### src/rtl/usb_ep_pkg.sv
// Shared types and defaults for the USB endpoint scheduler.
package usb_ep_pkg;

   localparam int LENW_DEF   = 12;
   localparam int MAXPKT_DEF = 64;

   typedef enum logic [1:0] {
      ST_IDLE = 2'd0,
      ST_TX   = 2'd1,
      ST_RX   = 2'd2
   } state_t;

   typedef logic [LENW_DEF-1:0] ep_len_t;

endpackage

### src/rtl/usb_ep_mux.sv
// NEP-way endpoint selection: one lookup for the live SIE endpoint (NAK/length)
// and one for the latched endpoint (data, ready, one-hot strobe steering).
module usb_ep_mux
   import usb_ep_pkg::*;
#(
   parameter int NEP  = 4,
   parameter int LENW = LENW_DEF
) (
   input  logic [3:0]          idx_a,
   input  logic [3:0]          idx_b,
   input  logic [NEP*LENW-1:0] ep_tx_len,
   input  logic [NEP*8-1:0]    ep_tx_dat,
   input  logic [NEP-1:0]      ep_rx_rdy,
   output logic                valid_a,
   output logic [LENW-1:0]     len_a,
   output logic                valid_b,
   output logic [7:0]          dat_b,
   output logic                rdy_b,
   output logic [NEP-1:0]      onehot_b
);

   // Out-of-range indices fall through with everything zero.
   always_comb begin
      valid_a  = 1'b0;
      len_a    = '0;
      valid_b  = 1'b0;
      dat_b    = '0;
      rdy_b    = 1'b0;
      onehot_b = '0;
      for (int i = 0; i < NEP; i++) begin
         if (idx_a == 4'(i)) begin
            valid_a = 1'b1;
            len_a   = ep_tx_len[i*LENW +: LENW];
         end
         if (idx_b == 4'(i)) begin
            valid_b     = 1'b1;
            dat_b       = ep_tx_dat[i*8 +: 8];
            rdy_b       = ep_rx_rdy[i];
            onehot_b[i] = 1'b1;
         end
      end
   end

endmodule

### src/rtl/usb_ep_sched.sv
// Shares the SIE byte interface between NEP endpoint clients: latches the endpoint
// at transaction start, steers tx/rx bytes, answers NAK and reports completion.
module usb_ep_sched
   import usb_ep_pkg::*;
#(
   parameter int NEP    = 4,
   parameter int MAXPKT = MAXPKT_DEF,
   parameter int LENW   = LENW_DEF
) (
   input  logic                clk,
   input  logic                rst,
   input  logic [3:0]          endpt,
   input  logic                txact,
   input  logic                txpop,
   output logic                txval,
   output logic                txcork,
   output logic [7:0]          txdat,
   output logic [LENW-1:0]     txdat_len,
   input  logic                rxact,
   input  logic                rxval,
   output logic                rxrdy,
   input  logic [7:0]          rxdat,
   input  logic [NEP*LENW-1:0] ep_tx_len,
   input  logic [NEP*8-1:0]    ep_tx_dat,
   output logic [NEP-1:0]      ep_tx_pop,
   output logic [NEP-1:0]      ep_tx_done,
   output logic [7:0]          ep_rx_dat,
   output logic [NEP-1:0]      ep_rx_val,
   input  logic [NEP-1:0]      ep_rx_rdy,
   output logic [NEP-1:0]      ep_rx_end,
   output logic [LENW-1:0]     ep_rx_cnt
);

   // state   | meaning
   // ST_IDLE | no transaction; NAK flag and IN length track the live endpt
   // ST_TX   | IN transaction on sel; bytes popped until remaining hits 0
   // ST_RX   | OUT transaction on sel; accepted bytes counted (saturating)

   state_t           state, state_nx;
   logic [3:0]       sel;
   logic [LENW-1:0]  remaining;
   logic [LENW-1:0]  count;

   logic             valid_a, valid_b, rdy_b;
   logic [LENW-1:0]  len_a, len_clamp;
   logic [7:0]       dat_b;
   logic [NEP-1:0]   onehot_b;
   logic             pop, acc;

   usb_ep_mux #(.NEP(NEP), .LENW(LENW)) u_mux (
      .idx_a     (endpt),
      .idx_b     (sel),
      .ep_tx_len (ep_tx_len),
      .ep_tx_dat (ep_tx_dat),
      .ep_rx_rdy (ep_rx_rdy),
      .valid_a   (valid_a),
      .len_a     (len_a),
      .valid_b   (valid_b),
      .dat_b     (dat_b),
      .rdy_b     (rdy_b),
      .onehot_b  (onehot_b)
   );

   assign len_clamp = (len_a > LENW'(MAXPKT)) ? LENW'(MAXPKT) : len_a;

   always_comb begin
      state_nx  = state;
      txval     = 1'b0;
      txdat     = '0;
      rxrdy     = 1'b0;
      ep_rx_dat = '0;
      pop       = 1'b0;
      acc       = 1'b0;
      case (state)
         ST_IDLE: begin
            if (txact)      state_nx = ST_TX;
            else if (rxact) state_nx = ST_RX;
         end
         ST_TX: begin
            txval = valid_b && (remaining != '0);
            txdat = txval ? dat_b : 8'h00;
            pop   = txval && txpop;
            if (!txact) state_nx = ST_IDLE;
         end
         ST_RX: begin
            // An unknown endpoint still drains the SIE; its bytes go nowhere.
            rxrdy     = valid_b ? rdy_b : 1'b1;
            ep_rx_dat = rxdat;
            acc       = rxact && rxval && rxrdy;
            if (!rxact) state_nx = ST_IDLE;
         end
         default: state_nx = ST_IDLE;
      endcase
   end

   assign ep_tx_pop = pop ? onehot_b : '0;
   assign ep_rx_val = acc ? onehot_b : '0;

   always_ff @(posedge clk) begin
      if (rst) begin
         state      <= ST_IDLE;
         sel        <= '0;
         remaining  <= '0;
         count      <= '0;
         txcork     <= 1'b1;
         txdat_len  <= '0;
         ep_tx_done <= '0;
         ep_rx_end  <= '0;
         ep_rx_cnt  <= '0;
      end else begin
         state      <= state_nx;
         ep_tx_done <= '0;
         ep_rx_end  <= '0;
         case (state)
            ST_IDLE: begin
               txcork    <= !valid_a || (len_a == '0);
               txdat_len <= len_clamp;
               if (txact) begin
                  sel       <= endpt;
                  remaining <= len_clamp;
               end else if (rxact) begin
                  sel   <= endpt;
                  count <= '0;
               end
            end
            ST_TX: begin
               if (pop)    remaining  <= remaining - 1'b1;
               if (!txact) ep_tx_done <= onehot_b;
            end
            ST_RX: begin
               if (acc && (count != '1)) count <= count + 1'b1;
               if (!rxact) begin
                  ep_rx_end <= onehot_b;
                  ep_rx_cnt <= count;
               end
            end
            default: ;
         endcase
      end
   end

endmodule

### config.mk
export PLATFORM = sky130hd
export DESIGN_NAME = usb_ep_sched
export DESIGN_NICKNAME = d
export VERILOG_FILES = /design/src/rtl/usb_ep_pkg.sv /design/src/rtl/usb_ep_mux.sv /design/src/rtl/usb_ep_sched.sv
export SDC_FILE = /design/constraint.sdc
export NUM_CORES = 1
export LEC_CHECK = 0
export BUFFER_PORTS_ARGS = -buffer_cell sky130_fd_sc_hd__buf_4
export CAP_MARGIN = 20
export CORE_MARGIN = 4
export CORE_UTILIZATION = 43
export CTS_BUF_LIST = sky130_fd_sc_hd__clkbuf_16
export DETAILED_ROUTE_END_ITERATION = 8
export GPL_TIMING_DRIVEN = 1
export PLACE_DENSITY = 0.83
export SETUP_SLACK_MARGIN = 0.15
export SLEW_MARGIN = 20
export SYNTH_ARGS = -nofsm -noshare
export SYNTH_HDL_FRONTEND = slang
export SYNTH_HIERARCHICAL = 1
export SYNTH_SLANG_ARGS = --single-unit
export TNS_END_PERCENT = 5
### constraint.sdc
create_clock -name clk -period 2.45 [get_ports clk]
set_input_delay 0.49 -clock clk [delete_from_list [all_inputs] [get_ports clk]]
set_output_delay 0.49 -clock clk [all_outputs]
set_load 0.03 [all_outputs]
# After elaboration in Yosys (flattened, before gate mapping)
# Index checks and enable logic that the tools add are counted.
# op_classes
addsub	2
n_lt_le_gt_ge	1
eq_ne	17
mux	48
bitwise	3
n_reduce_logical	22
# op_table
cell	count
2-to-1 mux 12 bit	10
2-to-1 mux 8 bit	7
case mux 12 bit (2 select lines)	2
2-to-1 mux 1 bit	20
equality test 4 x 2 -> 1 bit (second input constant)	4
2-to-1 mux 4 bit	4
!= test 2 bit (second input constant)	7
adder 12 x 1 -> 12 bit (second input constant)	1
> comparator 12 x 7 -> 1 bit (second input constant)	1
logical NOT 12 bit	1
!= test 12 bit (second input constant)	1
nonzero test 12 bit	1
subtractor 12 x 1 -> 12 bit (second input constant)	1
equality test 4 x 1 -> 1 bit (second input constant)	2
logical NOT 4 bit	2
2-to-1 mux 2 bit	4
case mux 2 bit (3 select lines)	1
AND reduction 3 bit	2
nonzero test 2 bit	3
OR reduction 3 bit	2
logical AND 1 bit	5
AND reduction 2 bit	2
AND reduction 4 bit	1
!= test 3 bit (second input constant)	1
other kinds (6)	8
# totals
reg_bits	63
in_bits	102
out_inout_bits	59
elab_cells	102

# Depth between registers and ports, before layout
# Gate-level depths: netlist (run 1).
# depth
ltp_word	11
ltp_mapped	10
depth_no_buf	7

# Modules after synthesis
# The synthesis (run 1) kept the hierarchy.
# modules_own_cells
module	n_inst	cells_per_inst	area_each_um2	seq_area_each_um2
usb_ep_sched	1	355	2901.5	1261.2
usb_ep_mux	1	83	673.1	0.0

# Worst setup path before layout (run 1)
# OpenSTA, ideal clock, no wires.
# synth_timing
kind	reg-to-output
start	reg remaining[0]
end	out txdat[0]
arrival_ps	2004
t_required_ps	1960
path_slack_ps	-44
path_stages_with_launch	9
n_path_buf	1
cell_sequence	dfxtp_1 > inv_1 > ha_1 > or4b_1 > nor3_1 > nand2_1 > and3_1 > clkbuf_1 > and2_1
# synth_between
elab_chain_cells	4
# synth_rtl
element	line_no	text
from (decl)	usb_ep_sched.sv:41	logic [LENW-1:0] remaining;
from (signal assigned)	usb_ep_sched.sv:120	remaining <= len_clamp;
from (signal assigned)	usb_ep_sched.sv:127	if (pop) remaining <= remaining - 1'b1;
nonzero test 12 bit	usb_ep_sched.sv:80	txval = valid_b && (remaining != '0);
logical AND 1 bit	usb_ep_sched.sv:80	
2-to-1 mux 8 bit	usb_ep_sched.sv:81	txdat = txval ? dat_b : 8'h00;
2-to-1 mux 8 bit	usb_ep_sched.sv:74	case (state)
to (decl)	usb_ep_sched.sv:17	output logic [7:0] txdat,
# Every way passes these cells.

# Final worst setup path (run 1)
# layout_timing
start	reg remaining[1]
end	out txdat[2]
# The elaborated chain is that of the path after synthesis.

==> results.json, run 1 <==
{
  "crit_required_ns": 1.96,
  "synth_seq_cells": 63,
  "reg2regPathDepth": 8,
  "top_layer": "met4",
  "netlist_area_mm2": 0.00357,
  "grt_usage": 0.237,
  "final_core_util": 0.688,
  "path_clk_slew_ns": 0.05,
  "holdPathStages": 3,
  "clock-sinks": 63,
  "total_power_mw": 2.99,
  "max_freq_mhz": 387,
  "gp_congestion": 0.877,
  "pre_cts_slack_ns": 0.00664,
  "cp-end-kind": "output pin",
  "first_iter_violations": 158,
  "io_pins": 161,
  "core_area_mm2": 0.00789,
  "synth_ff_type": "dfxtp_1",
  "path_cells": "inv_2, ha_4, or4b_4, nor3_4, nand2_2, and3_4, and2_4, buf_6",
  "antenna_cells": 0,
  "maxSlewViolCount": 0,
  "min_path_type": "input pin to flip-flop",
  "hpwl_um": 8880,
  "die_w_um": 99.2,
  "synth.top_cell.area_share": 0.353,
  "grt_pass1_vias": 3861,
  "cp_top_family": "simple AND/OR/NAND/NOR gates",
  "rsz0062_at_grt": "true",
  "maxCapViolCount": 0,
  "fin_area_mm2": 0.00542,
  "min_from": "endpt[1]",
  "drtAntennaViolNets": 0,
  "dr_wl_met2_um": 6530,
  "worst-path-buf-inv": 2,
  "synthToLayoutAreaGrowth_pct": 51.7,
  "layout.cells.non_filler": 714,
  "yosysTopAreaCell": "dfxtp_1",
  "cts.path.max_buffers": 2,
  "layout_commonest_cell": "buf_4",
  "synth_area_leaders": "dfxtp_1, mux2i_1, and2_1",
  "dp_cells": 690,
  "rr_endpoint": "count[8]",
  "finClkSkew_ns": 0.00563,
  "fin_crit_ns": 2.58,
  "grt.overflow.total": 0,
  "slew-limit-headroom": 0.518,
  "drt-vias-per-instance": 5.49,
  "synth.distinct_cells": 54,
  "power_density_mw_per_mm2": 552,
  "violations": "setup timing",
  "drcViolationCount": 0,
  "ys_warn_count": 6,
  "totalWireLength_um": 12000,
  "clock_latency_ns": 0.32,
  "clockPowerShare": 0.409,
  "synth_edf_count": 0,
  "start_util": 0.453,
  "swShare": 0.276,
  "worst_pin_slew_ns": 0.716,
  "dpl-instance-area_mm2": 0.00493,
  "p_leak_nw": 2.32,
  "p_int_mw": 2.17,
  "slowest_stage": "or4b_4",
  "synth_nets": 543,
  "vias": 3917,
  "setup.worst_path.class": "flip-flop to output pin",
  "vdd_drop_max_v": 0.000427,
  "h-tree-depth": 3,
  "setup_viol": 16,
  "clock-root-buffer": "clkbuf_16",
  "synthCells": 438,
  "dieArea_mm2": 0.00984,
  "wire_per_inst_um": 16.8,
  "die_y_um": 99.2,
  "fillerInstances": 606,
  "rr_startpoint": "sel[3]",
  "slowest_delay_ns": 0.48,
  "dr.pass1.iters": 6,
  "arrival_ns": 2.09,
  "fin_nets": 712,
  "hold_viol": 0,
  "antenna_found_initial": 0,
  "cts_buffers": 9,
  "worstPathMaxFanout": 5,
  "grt_first_pass_wirelength_um": 19000,
  "power_frac_seq": 0.360,
  "post-route-period-util": 1.05,
  "ys_seq_area_frac": 0.353,
  "rows": 32,
  "status": "complete, but fails checks",
  "grt_max_degree": 45,
  "setup_slack_ns": -0.134,
  "portBuffers": 160,
  "ff2ff_setup_slack_ns": 0.17,
  "drive_above_1_share": 0.397,
  "switching_power_mw": 0.826,
  "met3_length_um": 652,
  "layout_common_cells": "buf_4, dfxtp_1, mux2i_1, nand2_1, nor2_1",
  "ys_async_sr_fraction": 0,
  "p_comb_frac": 0.232,
  "startpoint_type": "flip-flop",
  "wl_met1_um": 4570,
  "cts_tree": "yes",
  "hold_ws_ns": 0.439,
  "syn_avg_cell_area_um2": 8.16,
  "setup_tns_ns": -1.43,
  "hold_end": "sel[1]"
}
-- state kept, by name (all words and copies together) (netlist names) --
register    flops
txcork          1
sel             4
ep_tx_done      4
remaining      12
ep_rx_end       4
state           2
count          12
ep_rx_cnt      12
txdat_len      12
-- worst max-delay path by stage --
stage	start	endpoint	slack [ns]	cells past startpoint
5_1_grt	remaining[0]	txdat[2]	-0.19	8
3_3_place_gp	remaining[1]	txdat[4]	0.05	8
4_1_cts	remaining[1]	txdat[2]	-0.15	8
2_1_floorplan	remaining[0]	txdat[0]	0.13	8
3_5_place_dp	remaining[1]	txdat[2]	0.007	8
6_report	remaining[1]	txdat[2]	-0.13	8
-- synth_stat cells, types with 2 or more instances --
cell and number:
nor2_1 37, o21ai_0 11, nor4_1 6, clkbuf_1 11
buf_2 10, a31o_2 3, or4_1 6, o31ai_1 2
nand2_1 45, nand4_1 4, nand3_1 16, o22ai_1 23
buf_6 2, and2_1 37, dfxtp_1 63, buf_4 3
a31oi_1 2, a311oi_1 2, a211o_1 2, a21oi_1 39
mux2i_1 46, or3_1 4, ha_1 3, a211oi_1 2
nor4b_1 2, nor2b_1 4, nand2b_1 4, nor3b_1 4
xnor2_1 6, inv_1 6, or2_2 2, nor3_1 9
-- kinds of logic (layout without fill, tap and decap cells) --
kind of cell / Yosys count / in the layout / share of synthesized area
compound gates: 94 / 94 / 0.160
mux: 46 / 46 / 0.129
simple gates: 193 / 194 / 0.287
buf+inv: 33 / 206 / 0.0459
xor+xnor: 6 / 6 / 0.0147
fa+ha+maj: 3 / 3 / 0.0105
flops: 63 / 63 / 0.353
-- cell type report --
cell class | count | area (µm²) | share of cell area
inverters | 6 | 22.5 | 0.00415
clock buffers | 9 | 225 | 0.0415
multi-input cells | 343 | 2280 | 0.421
repair buffers | 184 | 1440 | 0.265
clock inverters | 7 | 66.3 | 0.0122
flip-flops and latches | 63 | 1270 | 0.233
well taps | 102 | 128 | 0.0235
-- power by group through the flow --
| stage | Combinational [mW] | Sequential, mW | Clock [mW] |
|---|---|---|---|
| after floorplan | 0.370 | 1.10 | 0 |
| after global placement | 0.606 | 1.09 | 0 |
| after detailed placement | 0.620 | 1.09 | 0 |
| after CTS | 0.666 | 1.07 | 1.24 |
| after global routing | 0.744 | 1.08 | 1.30 |
| final | 0.693 | 1.08 | 1.22 |
-- tightest hold or removal path: cells and delay by family --
family | cells | cell delay (ns)
buffers and inverters | 1 | 0.09
AND/OR/NAND/NOR | 1 | 0.08
multiplexers | 1 | 0.06
-- timing repair --
action / in CTS / in global routing
gates resized for setup: 29 / 9
hold buffers: 0 / 0
endpoints found under the setup margin: 22 / 22
setup buffers: 4 / 3
pin swaps: 6 / 4
gates cloned: 1 / 0
-- metal layers --
metal / vias to the layer above / global-route usage
met3: 27 / 0.0603
met4: 0 / 0.0714
li1: 1904 / -
met1: 1847 / 0.277
met2: 139 / 0.424
met5: - / 0
Note: power is estimated with default switching activity, not from simulation.
==> run 2, diff against run 1 <==
Settings changed: ABC_AREA set to 1, CORE_UTILIZATION 43 to 44.
==> run 2 against run 1 <==
  * The run now ends clean
  * Global-route usage about the same
  * Worst hold slack got worse by 0.076 ns
  * Synthesized cell count rose by 41%
  * Critical path depth increased by 2
  * Sequential cell count is the same
  * Die area grew 5.4%
==> results.json, run 2 <==
{
  "fin_crit_ns": 2.29,
  "antenna_cells": 0,
  "hold_ws_ns": 0.363,
  "ys_seq_area_frac": 0.326,
  "synth_area_leaders": "dfxtp_1, nand3_1, nor2_1",
  "maxSlewViolCount": 0,
  "first_iter_violations": 279,
  "synth_top_cells_by_count": "nand3_1, nor2_1, nand2_1, inv_1, dfxtp_1",
  "portBuffers": 160,
  "synth_seq_cells": 63,
  "synth_fa_ha_area_frac": 0.00970,
  "h-tree-depth": 3,
  "synthToLayoutAreaGrowth_pct": 43.7,
  "worst_path_most_repeated_cell": "buf_4",
  "fin_nets": 886,
  "synth.distinct_cells": 31,
  "drive_above_1_share": 0.299,
  "wire_per_inst_um": 14.0,
  "ys_async_sr_fraction": 0,
  "fillerInstances": 741,
  "vias": 4675,
  "worstPathMaxFanout": 8,
  "status": "complete, no violations",
  "clock-root-buffer": "clkbuf_16",
  "slew-limit-headroom": 0.643,
  "rsz0062_at_grt": "true",
  "setup_viol": 0,
  "crit_required_ns": 1.96,
  "syn_avg_cell_area_um2": 6.25,
  "core_area_mm2": 0.00838,
  "cts.path.max_buffers": 2,
  "drt-vias-per-instance": 5.25,
  "setup.worst_path.class": "flip-flop to output pin",
  "hold_viol": 0,
  "synth.top_cell.area_share": 0.326,
  "slowest_delay_ns": 0.36,
  "grt_pass1_vias": 4380,
  "post-route-period-util": 0.937,
  "yosysTopAreaCell": "dfxtp_1",
  "power_density_mw_per_mm2": 591,
  "rows": 33,
  "synth-simple-area-share": 0.464,
  "arrival_ns": 1.80,
  "max_freq_mhz": 436,
  "cts_buffers": 9,
  "grt_usage": 0.236,
  "grt.overflow.total": 0,
  "path_cells": "buf_6, nor2_4, buf_4, buf_4, buf_6, nand3_1, nand4_1, inv_1, nor2_1, buf_4",
  "drtAntennaViolNets": 0,
  "maxCapViolCount": 0,
  "gp_congestion": 0.923,
  "start_util": 0.462,
  "die_w_um": 102,
  "netlist_area_mm2": 0.00387,
  "worst_pin_slew_ns": 0.535,
  "dr.pass1.iters": 5,
  "clock-sinks": 63,
  "antenna_found_initial": 0,
  "synth_compound_area_frac": 0.0785,
  "startpoint_type": "flip-flop",
  "synth_top_family_by_area": "simple AND/OR/NAND/NOR gates",
  "p_leak_nw": 2.66,
  "layout_commonest_cell": "buf_4",
  "cts_tree": "yes",
  "synthMuxAreaShare": 0,
  "synth_xor_area_frac": 0.00226,
  "cp-end-kind": "output pin",
  "synth_most_common_cell": "nand3_1",
  "clock_latency_ns": 0.33,
  "ys_warn_count": 6,
  "finClkSkew_ns": 0.00618,
  "synth_nets": 724,
  "die_y_um": 102,
  "grt_max_degree": 50,
  "layout_common_cells": "buf_4, nand3_1, nand2_1, nor2_1, inv_1",
  "vdd_drop_max_v": 0.000371,
  "synth_edf_count": 0,
  "synthCells": 619,
  "hpwl_um": 9250,
  "min_path_type": "input pin to flip-flop",
  "totalWireLength_um": 12500,
  "grt_first_pass_wirelength_um": 19900,
  "synth_ff_type": "dfxtp_1",
  "drcViolationCount": 0,
  "io_pins": 161,
  "path_clk_slew_ns": 0.05,
  "slowest_stage": "dfxtp_4",
  "setup_tns_ns": 0,
  "dieArea_mm2": 0.0104
}
run 2: logic make-up (layout without fill, tap and decap cells):
group,Yosys count,in the layout
AO/OA/AOI/OAI,60,60
XOR/XNOR,1,1
adder cells (fa/ha/maj),3,3
buffers and inverters,102,268
flip-flops,63,63
AND/OR/NAND/NOR,390,390
run 2: final timing paths:
path                startpoint      endpoint  slack (ns)  cells past startpoint
setup / recovery        sel[0]      txdat[1]        0.16                     10
hold / removal             rst      count[2]        0.36                      2
setup reg to reg        sel[2]      count[4]        0.59                     11
hold reg to reg   txdat_len[7]  txdat_len[7]        0.44                      2
run 2: critical path: cells and delay by family, from the launching register on:
kind / cells / cell delay, ns
buffers and inverters: 6 / 0.69
flip-flops: 1 / 0.36
AND/OR/NAND/NOR: 4 / 0.42
run 2: where the power goes:
group | internal, mW | switching, mW | leakage (nW)
Combinational | 0.345 | 0.503 | 1.99
Clock | 0.872 | 0.445 | 0.154
Sequential | 1.08 | 0.0448 | 0.515
Total | 2.29 | 0.993 | 2.66
run 2: stage by stage:
step / cell area (µm²) / setup WS (ns) / utilization / instances / power, mW
floorplan: 3870 / 0.339 / - / 619 / 1.66
global placement: 5100 / 0.214 / 0.608 / 864 / 1.90
detailed placement: 5100 / 0.0882 / 0.608 / 864 / 1.92
CTS: 5510 / 0.0959 / 0.657 / 889 / 3.28
global route: 5560 / 0.0975 / 0.664 / 890 / 3.44
finish: 5560 / 0.155 / 0.664 / 890 / 3.29
run 2: what timing repair did:
item,CTS,global route
hold buffers,0,0
resized for setup,8,14
pin swaps,7,4
gates cloned,0,0
endpoints found under the setup margin,13,14
buffers inserted,10,1
run 2: layout make-up:
type | instances | area, µm² | share of cell area
repair buffers | 180 | 1400 | 0.251
clock buffers | 9 | 225 | 0.0405
well taps | 105 | 131 | 0.0236
flip-flops and latches | 63 | 1270 | 0.228
clock inverters | 6 | 77.6 | 0.0139
multi-input cells | 454 | 2190 | 0.394
inverters | 73 | 274 | 0.0492
run 2: routing by layer:
metal,part of all wire,track usage,wire [µm],vias up
li1,-,-,-,2333
met1,0.42,0.300,5190,2135
met2,0.49,0.401,6160,182
met3,0.072,0.0530,902,25
met4,0.017,0.0706,214,0
met5,0,0,0,-
==> run 3, diff against run 2 <==
Settings changed: CAP_MARGIN 20 to not set.
Clock period 2.45 ns to 2 ns, I/O delays scaled along.
==> run 3 against run 2 <==
  * The flow now finishes with violations (setup timing)
  * Critical path depth fell by 2
  * Worst hold slack got worse by 0.094 ns
  * Cell area rose by 1.9%
  * Highest routed layer unchanged
  * Sequential share of layout area fell by 0.45 points
  * Routed wire length fell by 1.9%
  * Global-route usage fell by 0.67 points
  * Combinational power rose by 25%
  * Die area did not move
==> results.json, run 3 (synthesis gave the netlist of run 2 again) <==
{
  "status": "complete, but fails checks",
  "violations": "setup timing",
  "multi_input_area_mm2": 0.00224,
  "grt_pass1_vias": 4278,
  "antenna_found_initial": 0,
  "rsz0062_at_grt": "true",
  "totalWireLength_um": 12200,
  "hold_end": "count[8]",
  "rr_endpoint": "count[9]",
  "setup_tns_ns": -0.989,
  "path_clk_slew_ns": 0.06,
  "maxSlewViolCount": 0,
  "rows": 33,
  "power_density_mw_per_mm2": 680,
  "layout_common_cells": "buf_4, nand3_1, nor2_1, nand2_1, inv_1",
  "pre_cts_slack_ns": -0.0960,
  "vdd_drop_max_v": 0.000517,
  "core_area_mm2": 0.00838,
  "startpoint_type": "flip-flop",
  "reg2regPathDepth": 13,
  "antenna_cells": 0,
  "setup_slack_ns": -0.134,
  "drive_above_1_share": 0.322,
  "io_pins": 161,
  "hpwl_um": 9310,
  "worstPathMaxFanout": 7,
  "fin_nets": 895,
  "slew-limit-headroom": 0.743,
  "dieArea_mm2": 0.0104,
  "min_path_type": "input pin to flip-flop",
  "finClkSkew_ns": 0.00512,
  "cts_buffers": 9,
  "grt_usage": 0.230,
  "start_util": 0.462,
  "die_w_um": 102,
  "regArea_mm2": 0.00127,
  "first_iter_violations": 292,
  "clock_latency_ns": 0.33,
  "holdPathStages": 2,
  "post-route-period-util": 1.07,
  "gp_congestion": 0.912,
  "grt.overflow.total": 0,
  "fin_crit_ns": 2.13,
  "worst_pin_slew_ns": 0.385,
  "min_from": "rst",
  "rr_startpoint": "sel[3]",
  "setup_viol": 15,
  "clock-root-buffer": "clkbuf_16",
  "vias": 4704,
  "drcViolationCount": 0,
  "setup.worst_path.class": "flip-flop to output pin",
  "cts_tree": "yes",
  "cp-end-kind": "output pin",
  "grt_first_pass_wirelength_um": 19300,
  "cts.path.max_buffers": 2,
  "maxCapViolCount": 0,
  "ff2ff_setup_slack_ns": 0.12,
  "hold_viol": 0,
  "synthToLayoutAreaGrowth_pct": 46.5,
  "drt-vias-per-instance": 5.23,
  "clock-sinks": 63,
  "crit_start": "sel[3]",
  "arrival_ns": 1.73,
  "drtAntennaViolNets": 0,
  "p_leak_nw": 2.71,
  "dr.pass1.iters": 5,
  "wire_per_inst_um": 13.6,
  "portBuffers": 160,
  "max_freq_mhz": 469,
  "crit_required_ns": 1.60,
  "grt_max_degree": 50,
  "fillerInstances": 661,
  "die_y_um": 102,
  "h-tree-depth": 3,
  "layout_commonest_cell": "buf_4",
  "total_power_mw": 3.86
}
## run 3: how the worst max path moves through the flow
| stage | to | slack [ns] | cells past startpoint |
|---|---|---|---|
| after floorplan | ep_rx_val[0] | 0.08 | 9 |
| after global placement | remaining[2] | -0.01 | 14 |
| after detailed placement | remaining[0] | -0.1 | 14 |
| after CTS | ep_rx_val[2] | -0.15 | 8 |
| after global routing | ep_rx_val[2] | -0.23 | 8 |
| final | ep_rx_val[2] | -0.13 | 8 |
## run 3: repair_timing
item,in CTS,in global routing
pin swaps,8,6
gates resized for setup,22,12
endpoints found under the setup margin,26,39
setup buffers,1,0
hold buffers,0,0
## run 3: layout make-up
type | count | share of cell area
Clock buffer | 9 | 0.0397
Inverter | 73 | 0.0483
Clock inverter | 7 | 0.00838
Tap cell | 105 | 0.0232
Multi-Input combinational cell | 454 | 0.396
Timing Repair Buffer | 189 | 0.261
Sequential cell | 63 | 0.223
## run 3: per-stage QoR
step	cell area, µm²	utilization	cells	hold slack [ns]
after floorplan	3880	-	619	0.452
after global placement	5270	0.629	883	0.429
after detailed placement	5270	0.629	883	0.431
after CTS	5630	0.671	900	0.264
after global routing	5670	0.677	900	0.277
final	5670	0.677	900	0.269
## run 3: report_power, final
part / leakage [nW] / switching (mW) / internal (mW)
registers: 0.515 / 0.0556 / 1.32
clock network: 0.134 / 0.587 / 0.839
logic: 2.07 / 0.618 / 0.438
## run 3: per-layer routing
layer,global-route usage,share of wire,vias up
met3,0.0420,0.075,25
li1,-,-,2352
met2,0.408,0.50,190
met5,0,0,-
met1,0.276,0.40,2137
met4,0.0838,0.021,0
## run 3: worst max-delay path: stages (launching register included)
cell     delay (ns)
dfxtp_1        0.33
nor2_4         0.23
nand3_1        0.11
nand4_1        0.14
nor2_2         0.06
nor3_2         0.20
inv_2          0.10
nor2_2         0.10
buf_6          0.14
